`config.mk`:
```
export PLATFORM = sky130hd
export DESIGN_NAME = pe_drain
export DESIGN_NICKNAME = d
export VERILOG_FILES = /design/src/rtl/pe_pkg.sv /design/src/rtl/sync_fifo.sv /design/src/rtl/pe_drain.sv
export SDC_FILE = /design/constraint.sdc
export NUM_CORES = 1
export LEC_CHECK = 0
export ABC_AREA = 1
export CORE_MARGIN = 2
export CORE_UTILIZATION = 30
export DETAILED_ROUTE_END_ITERATION = 8
export GPL_ROUTABILITY_DRIVEN = 0
export PLACE_DENSITY = 0.48
export SLEW_MARGIN = 10
export SYNTH_ARGS = -nofsm -noshare
export SYNTH_HDL_FRONTEND = slang
export SYNTH_SLANG_ARGS = --single-unit
```
`constraint.sdc`:
```
create_clock -name clock -period 2.1 [get_ports clock]
set_input_delay 0.63 -clock clock [delete_from_list [all_inputs] [get_ports clock]]
set_output_delay 0.63 -clock clock [all_outputs]
set_load 0.01 [all_outputs]
```
`src/rtl/pe_pkg.sv`:
```
// Shared widths, saturation limits, drain FSM states and the requantization helper
// used by the PE column drain.
package pe_pkg;

  localparam int DATA_W  = 8;
  localparam int SUM_W   = 16;
  localparam int SAT_MAX = 127;
  localparam int SAT_MIN = -128;

  typedef enum logic [1:0] {
    ST_IDLE   = 2'd0,
    ST_STREAM = 2'd1,
    ST_DRAIN  = 2'd2
  } state_e;

  // ReLU first, then arithmetic shift, then clamp to the signed 8-bit range.
  function automatic logic [DATA_W-1:0] requant(input logic [SUM_W-1:0] sum,
                                               input logic relu,
                                               input int shift);
    logic signed [SUM_W-1:0] v;
    int vi;
    v = (relu && sum[SUM_W-1]) ? '0 : $signed(sum);
    v = v >>> shift;
    vi = int'(v);
    if (vi > SAT_MAX) vi = SAT_MAX;
    if (vi < SAT_MIN) vi = SAT_MIN;
    return vi[DATA_W-1:0];
  endfunction

endpackage

```
`src/rtl/sync_fifo.sv`:
```
// First-word-fall-through FIFO; the head word reads as zero while empty so idle outputs stay clean.
module sync_fifo #(
  parameter int WIDTH = 9,
  parameter int DEPTH = 8
) (
  input  logic                   clock,
  input  logic                   resetn,
  input  logic                   clear,
  input  logic                   wr_en,
  input  logic [WIDTH-1:0]       wr_data,
  input  logic                   rd_en,
  output logic [WIDTH-1:0]       rd_data,
  output logic                   empty,
  output logic                   full,
  output logic [$clog2(DEPTH):0] count
);
  localparam int AW = $clog2(DEPTH);

  logic [WIDTH-1:0] mem_q [DEPTH];
  logic [AW-1:0]    wr_ptr_q, wr_ptr_d;
  logic [AW-1:0]    rd_ptr_q, rd_ptr_d;
  logic [AW:0]      count_q, count_d;
  logic             do_wr, do_rd;

  assign empty   = (count_q == '0);
  assign full    = (count_q == (AW+1)'(DEPTH));
  assign count   = count_q;
  assign rd_data = empty ? '0 : mem_q[rd_ptr_q];

  always_comb begin
    // A read at full frees the slot the same-edge write lands in.
    do_rd    = rd_en & ~empty;
    do_wr    = wr_en & (~full | do_rd);
    wr_ptr_d = wr_ptr_q;
    rd_ptr_d = rd_ptr_q;
    count_d  = count_q;
    if (do_wr) wr_ptr_d = wr_ptr_q + 1'b1;
    if (do_rd) rd_ptr_d = rd_ptr_q + 1'b1;
    if (do_wr && !do_rd) count_d = count_q + 1'b1;
    else if (!do_wr && do_rd) count_d = count_q - 1'b1;
    if (clear) begin
      wr_ptr_d = '0;
      rd_ptr_d = '0;
      count_d  = '0;
    end
  end

  always_ff @(posedge clock or negedge resetn) begin
    if (!resetn) begin
      wr_ptr_q <= '0;
      rd_ptr_q <= '0;
      count_q  <= '0;
    end else begin
      wr_ptr_q <= wr_ptr_d;
      rd_ptr_q <= rd_ptr_d;
      count_q  <= count_d;
    end
  end

  always_ff @(posedge clock) begin
    if (do_wr && !clear) mem_q[wr_ptr_q] <= wr_data;
  end

endmodule

```
`src/rtl/pe_drain.sv`:
```
// PE column drain: requantizes partial sums from the last PE of a column and
// buffers them, tagged with an end-of-burst flag, for a downstream consumer.
module pe_drain
  import pe_pkg::*;
#(
  parameter int DEPTH = 8,
  parameter int SHIFT = 4
) (
  input  logic                   clock,
  input  logic                   resetn,
  input  logic                   activein,
  input  logic [SUM_W-1:0]       sumin,
  input  logic                   relu_en,
  input  logic                   flush,
  input  logic                   out_ready,
  output logic                   out_valid,
  output logic [DATA_W-1:0]      out_data,
  output logic                   out_last,
  output logic [$clog2(DEPTH):0] count,
  output logic                   overflow,
  output logic                   busy
);
  logic              stage_valid_q, stage_valid_d;
  logic [DATA_W-1:0] stage_data_q, stage_data_d;
  logic              overflow_q, overflow_d;
  state_e            state_q, state_d;
  logic              fifo_empty, fifo_full;
  logic              fifo_wr, fifo_rd;
  logic [DATA_W:0]   wr_word, rd_word;

  always_comb begin
    stage_valid_d = activein;
    stage_data_d  = activein ? requant(sumin, relu_en, SHIFT) : stage_data_q;
    fifo_wr       = stage_valid_q & ~flush;
    fifo_rd       = out_ready & ~flush;
    // The sample that arrives with activein low ends the burst.
    wr_word       = {~activein, stage_data_q};
    overflow_d    = overflow_q | (stage_valid_q & fifo_full & ~out_ready);
    state_d       = state_q;
    unique case (state_q)
      ST_IDLE:   if (activein) state_d = ST_STREAM;
      ST_STREAM: if (!activein) state_d = ST_DRAIN;
      ST_DRAIN: begin
        if (activein) state_d = ST_STREAM;
        else if (!stage_valid_q && fifo_empty) state_d = ST_IDLE;
      end
      default:   state_d = ST_IDLE;
    endcase
    if (flush) begin
      stage_valid_d = 1'b0;
      stage_data_d  = '0;
      overflow_d    = 1'b0;
      state_d       = ST_IDLE;
    end
  end

  always_ff @(posedge clock or negedge resetn) begin
    if (!resetn) begin
      stage_valid_q <= 1'b0;
      stage_data_q  <= '0;
      overflow_q    <= 1'b0;
      state_q       <= ST_IDLE;
    end else begin
      stage_valid_q <= stage_valid_d;
      stage_data_q  <= stage_data_d;
      overflow_q    <= overflow_d;
      state_q       <= state_d;
    end
  end

  sync_fifo #(
    .WIDTH(DATA_W + 1),
    .DEPTH(DEPTH)
  ) u_fifo (
    .clock  (clock),
    .resetn (resetn),
    .clear  (flush),
    .wr_en  (fifo_wr),
    .wr_data(wr_word),
    .rd_en  (fifo_rd),
    .rd_data(rd_word),
    .empty  (fifo_empty),
    .full   (fifo_full),
    .count  (count)
  );

  assign out_valid = ~fifo_empty;
  assign out_data  = rd_word[DATA_W-1:0];
  assign out_last  = rd_word[DATA_W];
  assign overflow  = overflow_q;
  assign busy      = (state_q != ST_IDLE);

endmodule

```
# ---- Yosys cells after proc, flatten, opt, wreduce, memory -nomap -nowiden
# Memory sizes are Yosys's and may differ from the RTL's.
# Cells that the tools add are included.
dict set report word_totals {
  register_bits 22
  latch_bits 0
  ramBits 72
  rom_bits 0
  out_inout_bits 16
  elab_cells 73
  mem_count 1
}
dict set report op_classes {
  addsub 4
  n_mul 0
  div 0
  magnitude_cmp 2
  eq_ne 6
  shifts 0
  n_mux 23
  bitwise 13
  reduce_logical 17
}
# name words width read_ports rd_ports_with_merged_regs write_ports line_no
set mem_list {}
lappend mem_list {u_fifo.mem_q 8 9 1 0 1 sync_fifo.sv:19} ;# logic [WIDTH-1:0] mem_q [DEPTH];
# cell n
set op_table {}
lappend op_table {{32-bit by 8-bit less-than comparator with 1-bit output, second input constant} 1}
lappend op_table {{32-bit 2-to-1 mux} 1}
lappend op_table {{8-bit 2-to-1 mux} 3}
lappend op_table {{16-bit 2-to-1 mux} 1}
lappend op_table {{12-bit by 8-bit > comparator with 1-bit output, second input constant} 1}
lappend op_table {{3-bit 2-to-1 mux} 4}
lappend op_table {{4-bit 2-to-1 mux} 3}
lappend op_table {{2-bit 2-to-1 mux} 5}
lappend op_table {{9-bit 2-to-1 mux} 1}
lappend op_table {{2-bit nonzero test} 4}
lappend op_table {{3-bit by 1-bit adder with 3-bit output, second input constant} 2}
lappend op_table {{1-bit bitwise AND} 6}
lappend op_table {{3-bit != test, second input constant} 2}
lappend op_table {{2-bit case mux with 3 select lines} 1}
lappend op_table {{1-bit logical AND} 5}
lappend op_table {{1-bit inverter} 5}
lappend op_table {{4-bit by 1-bit adder with 4-bit output, second input constant} 1}
lappend op_table {{4-bit equality test, second input constant} 1}
lappend op_table {{1-bit zero test} 4}
lappend op_table {{4-bit zero test} 1}
lappend op_table {{1-bit 2-to-1 mux} 4}
lappend op_table {{4-bit != test, second input constant} 1}
lappend op_table {{4-bit by 1-bit subtractor with 4-bit output, second input constant} 1}
lappend op_table {{3-bit AND reduction} 1}
lappend op_table {{other kinds (5)} 6}

# ---- Depth between registers and ports, before layout
dict set report logic_depth {
  ltp_word 10
  mapped_depth 14
}

# ---- Modules after synthesis
# Synthesis repeated with hierarchy kept, for this count alone.
dict set report unflattened {
  cells_unflattened 390
  hier_area_um2 4282.9
}
# module n_inst cells_per_inst area_each_um2
set modules_own_cells {}
lappend modules_own_cells {sync_fifo 1 307 3649.8}
lappend modules_own_cells {pe_drain 1 83 633.1}

# ---- Worst setup path after synthesis
# No wires, ideal clock.
dict set report synth_timing {
  kind {input port to flip-flop}
  startpoint {input flush}
  endpoint {memory u_fifo.mem_q[1][0] (enable)}
  setup_ns 0.387
  t_arrival_ns 1.576
  required_ns 1.713
  slack_ns 0.138
  stages 3
  path_buffers 0
  cell_sequence {nor2_4 > nand2_2 > nor3_1}
}
dict set report synth_between {
  elab_chain_cells 8
}
# element line_no
set synth_rtl {}
lappend synth_rtl {{start: declaration} pe_drain.sv:14} ;# input logic flush,
lappend synth_rtl {{1-bit inverter} {pe_drain.sv:34, pe_drain.sv:35}}
lappend synth_rtl {{1-bit bitwise AND} pe_drain.sv:35} ;# fifo_rd = out_ready & ~flush;
lappend synth_rtl {{1-bit bitwise AND} sync_fifo.sv:32} ;# do_rd = rd_en & ~empty;
lappend synth_rtl {{1-bit bitwise OR} sync_fifo.sv:33} ;# do_wr = wr_en & (~full | do_rd);
lappend synth_rtl {{1-bit bitwise AND} sync_fifo.sv:33}
lappend synth_rtl {{1-bit logical AND *} sync_fifo.sv:61} ;# if (do_wr && !clear) mem_q[wr_ptr_q] <= wr_data;
lappend synth_rtl {{1-bit 2-to-1 mux *} sync_fifo.sv:61}
lappend synth_rtl {{1-bit 2-to-1 mux (not written as such) *} sync_fifo.sv:61}
lappend synth_rtl {{end: declaration} sync_fifo.sv:19}
# Every way passes the cells marked *; elsewhere a longest branch is shown, timed or not.

# ---- Worst setup path in the final report
dict set report layout_timing {
  startpoint {register u_fifo.rd_ptr_q[0]}
  endpoint {output out_data[7]}
}
dict set report layout_between {
  elab_chain_cells 2
}
# element line_no
set layout_rtl {}
lappend layout_rtl {{start: declaration} sync_fifo.sv:21} ;# logic [AW-1:0] rd_ptr_q, rd_ptr_d;
lappend layout_rtl {{start signal: assignment} sync_fifo.sv:55} ;# rd_ptr_q <= rd_ptr_d;
lappend layout_rtl {{memory read 8 x 9 bit} -}
lappend layout_rtl {{9-bit 2-to-1 mux} sync_fifo.sv:28} ;# assign rd_data = empty ? '0 : mem_q[rd_ptr_q];
lappend layout_rtl {{end: declaration} pe_drain.sv:17} ;# output logic [DATA_W-1:0] out_data,
# No other way between the ends.

==> run_results.csv <==
group,metric,value,unit
timing,setup_ws,-0.188,ns
worst_setup_path,timing.critical_path.required,1.47,ns
cells_and_area,finish.net_count,492,
drt,routed_wire_per_std_cell,14.7,µm
timing,min_period,2.29,ns
worst_setup_path,worstReg2RegStart,"u_fifo.count[0]",
grt,first_global_vias,2897,
worst_setup_path,worstPathMaxFanout,5,
logic_synthesis,mappedNetlistNets,403,
logic_synthesis,yosys_register_bits,94,
timing,slew_violations,0,
pwr,sw_power,1.47,mW
die,fp.dieArea,14400,µm²
cts,htreeDepth,3,
cts,clockBufferDepth,2,
logic_synthesis,post_synth_instance_area,4050,µm²
cts,cts_tree,"done",
pwr,netSwitchingFraction,0.285,
worst_setup_path,crit_path_start_kind,"flip-flop",
grt,grt_antenna_before_repair,0,
placed_design,buffer_ports.inserted,33,
timing,rsz0062_at_grt,"true",
cts,clock_latency,0.34,ns
cts,clk_pin_slew_worst_paths,0.06,ns
die,core_area,13200,µm²
pwr,peakVddDrop,0.446,mV
pwr,power.share.sequential,0.413,
logic_synthesis,synth_flop_cell,"sky130_fd_sc_hd__edfxtp_1",
die,placementRows,42,
drt,finalWirelength,9510,µm
drt,route.antenna.remaining_nets,0,
cells_and_area,antenna-diode-count,0,
timing,achievable-frequency,437,MHz
pwr,total_power,5.15,mW
logic_synthesis,yosys-top-cells-area,"sky130_fd_sc_hd__edfxtp_1 (53%), sky130_fd_sc_hd__dfrtp_1 (14%), sky130_fd_sc_hd__nand2_1 (7.0%)",
run,drv_cap,0,
drt,drc_errors,0,
timing,timing_worst_slew_pin_value,0.354,ns
grt,grt_first_pass_wirelength,15100,µm
worst_hold_path,hold_class,"reg -> reg",
die,io-pin-count,38,
logic_synthesis,fraction_of_registers_with_async_set_or_reset_after_synthesis,0.234,
worst_hold_path,min_from,"state_q[0]",
cells_and_area,ff_latch_area,2710,µm²
logic_synthesis,ys_warn_count,0,
pwr,combPwrFrac,0.282,
pwr,total_leakage_power,2.20,nW
worst_setup_path,timing.reg2reg.worst_path_depth,15,
drt,detail_route.vias_per_cell,4.53,
pwr,power_report.internal_total,3.68,mW
logic_synthesis,synth_common_cells,"sky130_fd_sc_hd__nand2_1 (75), sky130_fd_sc_hd__nor2_1 (75), sky130_fd_sc_hd__edfxtp_1 (72)",
grt,grt_use_total,0.140,
cts,clock_sink_count,94,
cts,cts_root_buffer,"sky130_fd_sc_hd__clkbuf_16",
cells_and_area,drive_gt1_frac,0.247,
logic_synthesis,synthCells,376,
worst_hold_path,min_to,"state_q[0]",
worst_setup_path,worstSetupEndpointType,"output pin",
timing,hold_violations,0,
timing,layout_worst_path_cycle_share,1.09,
die,die_w,120,µm
worst_setup_path,r2r_path_end,"u_fifo.count[3]",
logic_synthesis,synth_sequential_area_ratio,0.670,
drt,drt_iter0_drc,150,
cells_and_area,num-fill-cells,1274,
timing,timing.max_slew.rel_slack,0.764,
logic_synthesis,synthDominantCellAreaShare,0.534,
die,chipHeight,120,µm
timing,timing.clock.skew,0.00539,ns
drt,drtPass1Iterations,4,
cells_and_area,area_growth_synth_to_finish,35.1,%
timing,setup-violations-final,9,
logic_synthesis,yosysTopAreaCell,"sky130_fd_sc_hd__edfxtp_1",
worst_hold_path,hold-path-cell-count,1,
placed_design,post-dp-hpwl,6290,µm
pwr,clock_power_share,0.304,
outcome,violated_checks,"setup timing",
worst_setup_path,arrival,1.66,ns
worst_setup_path,ff2ff_setup_slack,0.19,ns
grt,grt_max_degree,23,
cts,cts_made_buffers,9,
pwr,p_per_area,942,nW/µm²
drt,via_count,2926,
grt,grt-ovfl-total,0,
worst_setup_path,worstSetupPathType,"reg -> out",
logic_synthesis,post_synth.cell_area_avg,10.8,µm²
placed_design,post-place-ws,-0.384,ns
logic_synthesis,synth_edf_count,72,
logic_synthesis,synth_cell_type_count,31,
cells_and_area,multiInputGateArea,1280,µm²
outcome,outcome,"complete, but fails checks",
die,start_util,0.307,
-- routing by layer --
| layer | vias to the layer above | track usage | share of wire | routed length [µm] |
|---|---|---|---|---|
| li1 | 1475 | - | - | - |
| met1 | 1397 | 0.183 | 0.46 | 4350 |
| met2 | 44 | 0.230 | 0.50 | 4710 |
| met3 | 10 | 0.0271 | 0.030 | 286 |
| met4 | 0 | 0.0544 | 0.017 | 157 |
| met5 | - | 0 | 0 | 0 |
-- state kept, by name, summed over array words and instances, names as in the netlist --
register and count:
u_fifo.mem_q 72, u_fifo.count 4, u_fifo.rd_ptr_q 3, stage_data_q 8, overflow 1, state_q 2, u_fifo.wr_ptr_q 3, stage_valid_q 1
-- placed cells by master (no fill, tap or decap), drive strengths merged, types with 9 or more instances in the layout --
cell and n:
nand3 10, o21ai 44, edfxtp 72, clkbuf 14, nand2 79, o22ai 10
nor2 77, clkdlybuf4s50 21, o211ai 9, dfrtp 22, inv 20, buf 68
-- cell type report --
cell class	count	area share
clock buffers	14	0.0446
flip-flops and latches	94	0.496
well taps	176	0.0403
inverters	20	0.0146
clock inverters	2	0.00641
repair buffers	92	0.163
multi-input cells	248	0.235
-- worst max-delay path, stage by stage, from the launching register on --
cell	delay, ns
sky130_fd_sc_hd__dfrtp_2	0.46
sky130_fd_sc_hd__buf_6	0.15
sky130_fd_sc_hd__buf_6	0.12
sky130_fd_sc_hd__buf_4	0.14
sky130_fd_sc_hd__nor2_1	0.09
sky130_fd_sc_hd__o22ai_1	0.08
sky130_fd_sc_hd__nor2_1	0.09
sky130_fd_sc_hd__nor2_1	0.05
sky130_fd_sc_hd__buf_2	0.13
-- what timing repair did --
item	in CTS	in global routing
gates cloned	4	0
setup buffers	7	0
pin swaps	27	12
hold buffers	0	0
gates resized for setup	95	12
setup endpoints to repair	26	37
-- power by group through the flow --
stage | Sequential [mW] | Combinational, mW | Clock (mW)
3_5_place_dp | 2.16 | 1.32 | 0
5_1_grt | 2.13 | 1.60 | 1.68
2_1_floorplan | 2.15 | 0.653 | 0
3_3_place_gp | 2.16 | 1.32 | 0
4_1_cts | 2.13 | 1.48 | 1.60
6_report | 2.13 | 1.45 | 1.57
-- logic make-up after synthesis --
logic type	share of synthesized area
flip-flops	0.670
buffers and inverters	0.0368
adder cells (fa/ha/maj)	0.0173
AO/OA/AOI/OAI	0.0986
AND/OR/NAND/NOR	0.173
XOR/XNOR	0.00433
-- worst max path at each step --
| stage | startpoint | endpoint | slack [ns] | cells after the start |
|---|---|---|---|---|
| 5_1_grt | u_fifo.rd_ptr_q[0] | out_data[7] | -0.32 | 9 |
| 4_1_cts | u_fifo.rd_ptr_q[0] | out_data[4] | -0.24 | 9 |
| 3_3_place_gp | flush | u_fifo.mem_q[4][0] | -0.40 | 7 |
| 6_report | u_fifo.rd_ptr_q[0] | out_data[7] | -0.19 | 8 |
| 3_5_place_dp | flush | u_fifo.mem_q[5][7] | -0.38 | 7 |
| 2_1_floorplan | flush | u_fifo.mem_q[1][0] | 0.14 | 3 |
-- through the flow --
step	instance area, µm²	setup TNS [ns]	cells	utilization	hold WS (ns)
floorplan	4050	0	376	-	0.334
global placement	4940	-22.64	620	0.375	0.452
detailed placement	4940	-23.46	620	0.375	0.469
global route	5470	-2.23	646	0.414	0.485
finish	5470	-1.32	646	0.414	0.475
CTS	5440	-1.65	647	0.412	0.477
Power figures use the tool's default switching activity.
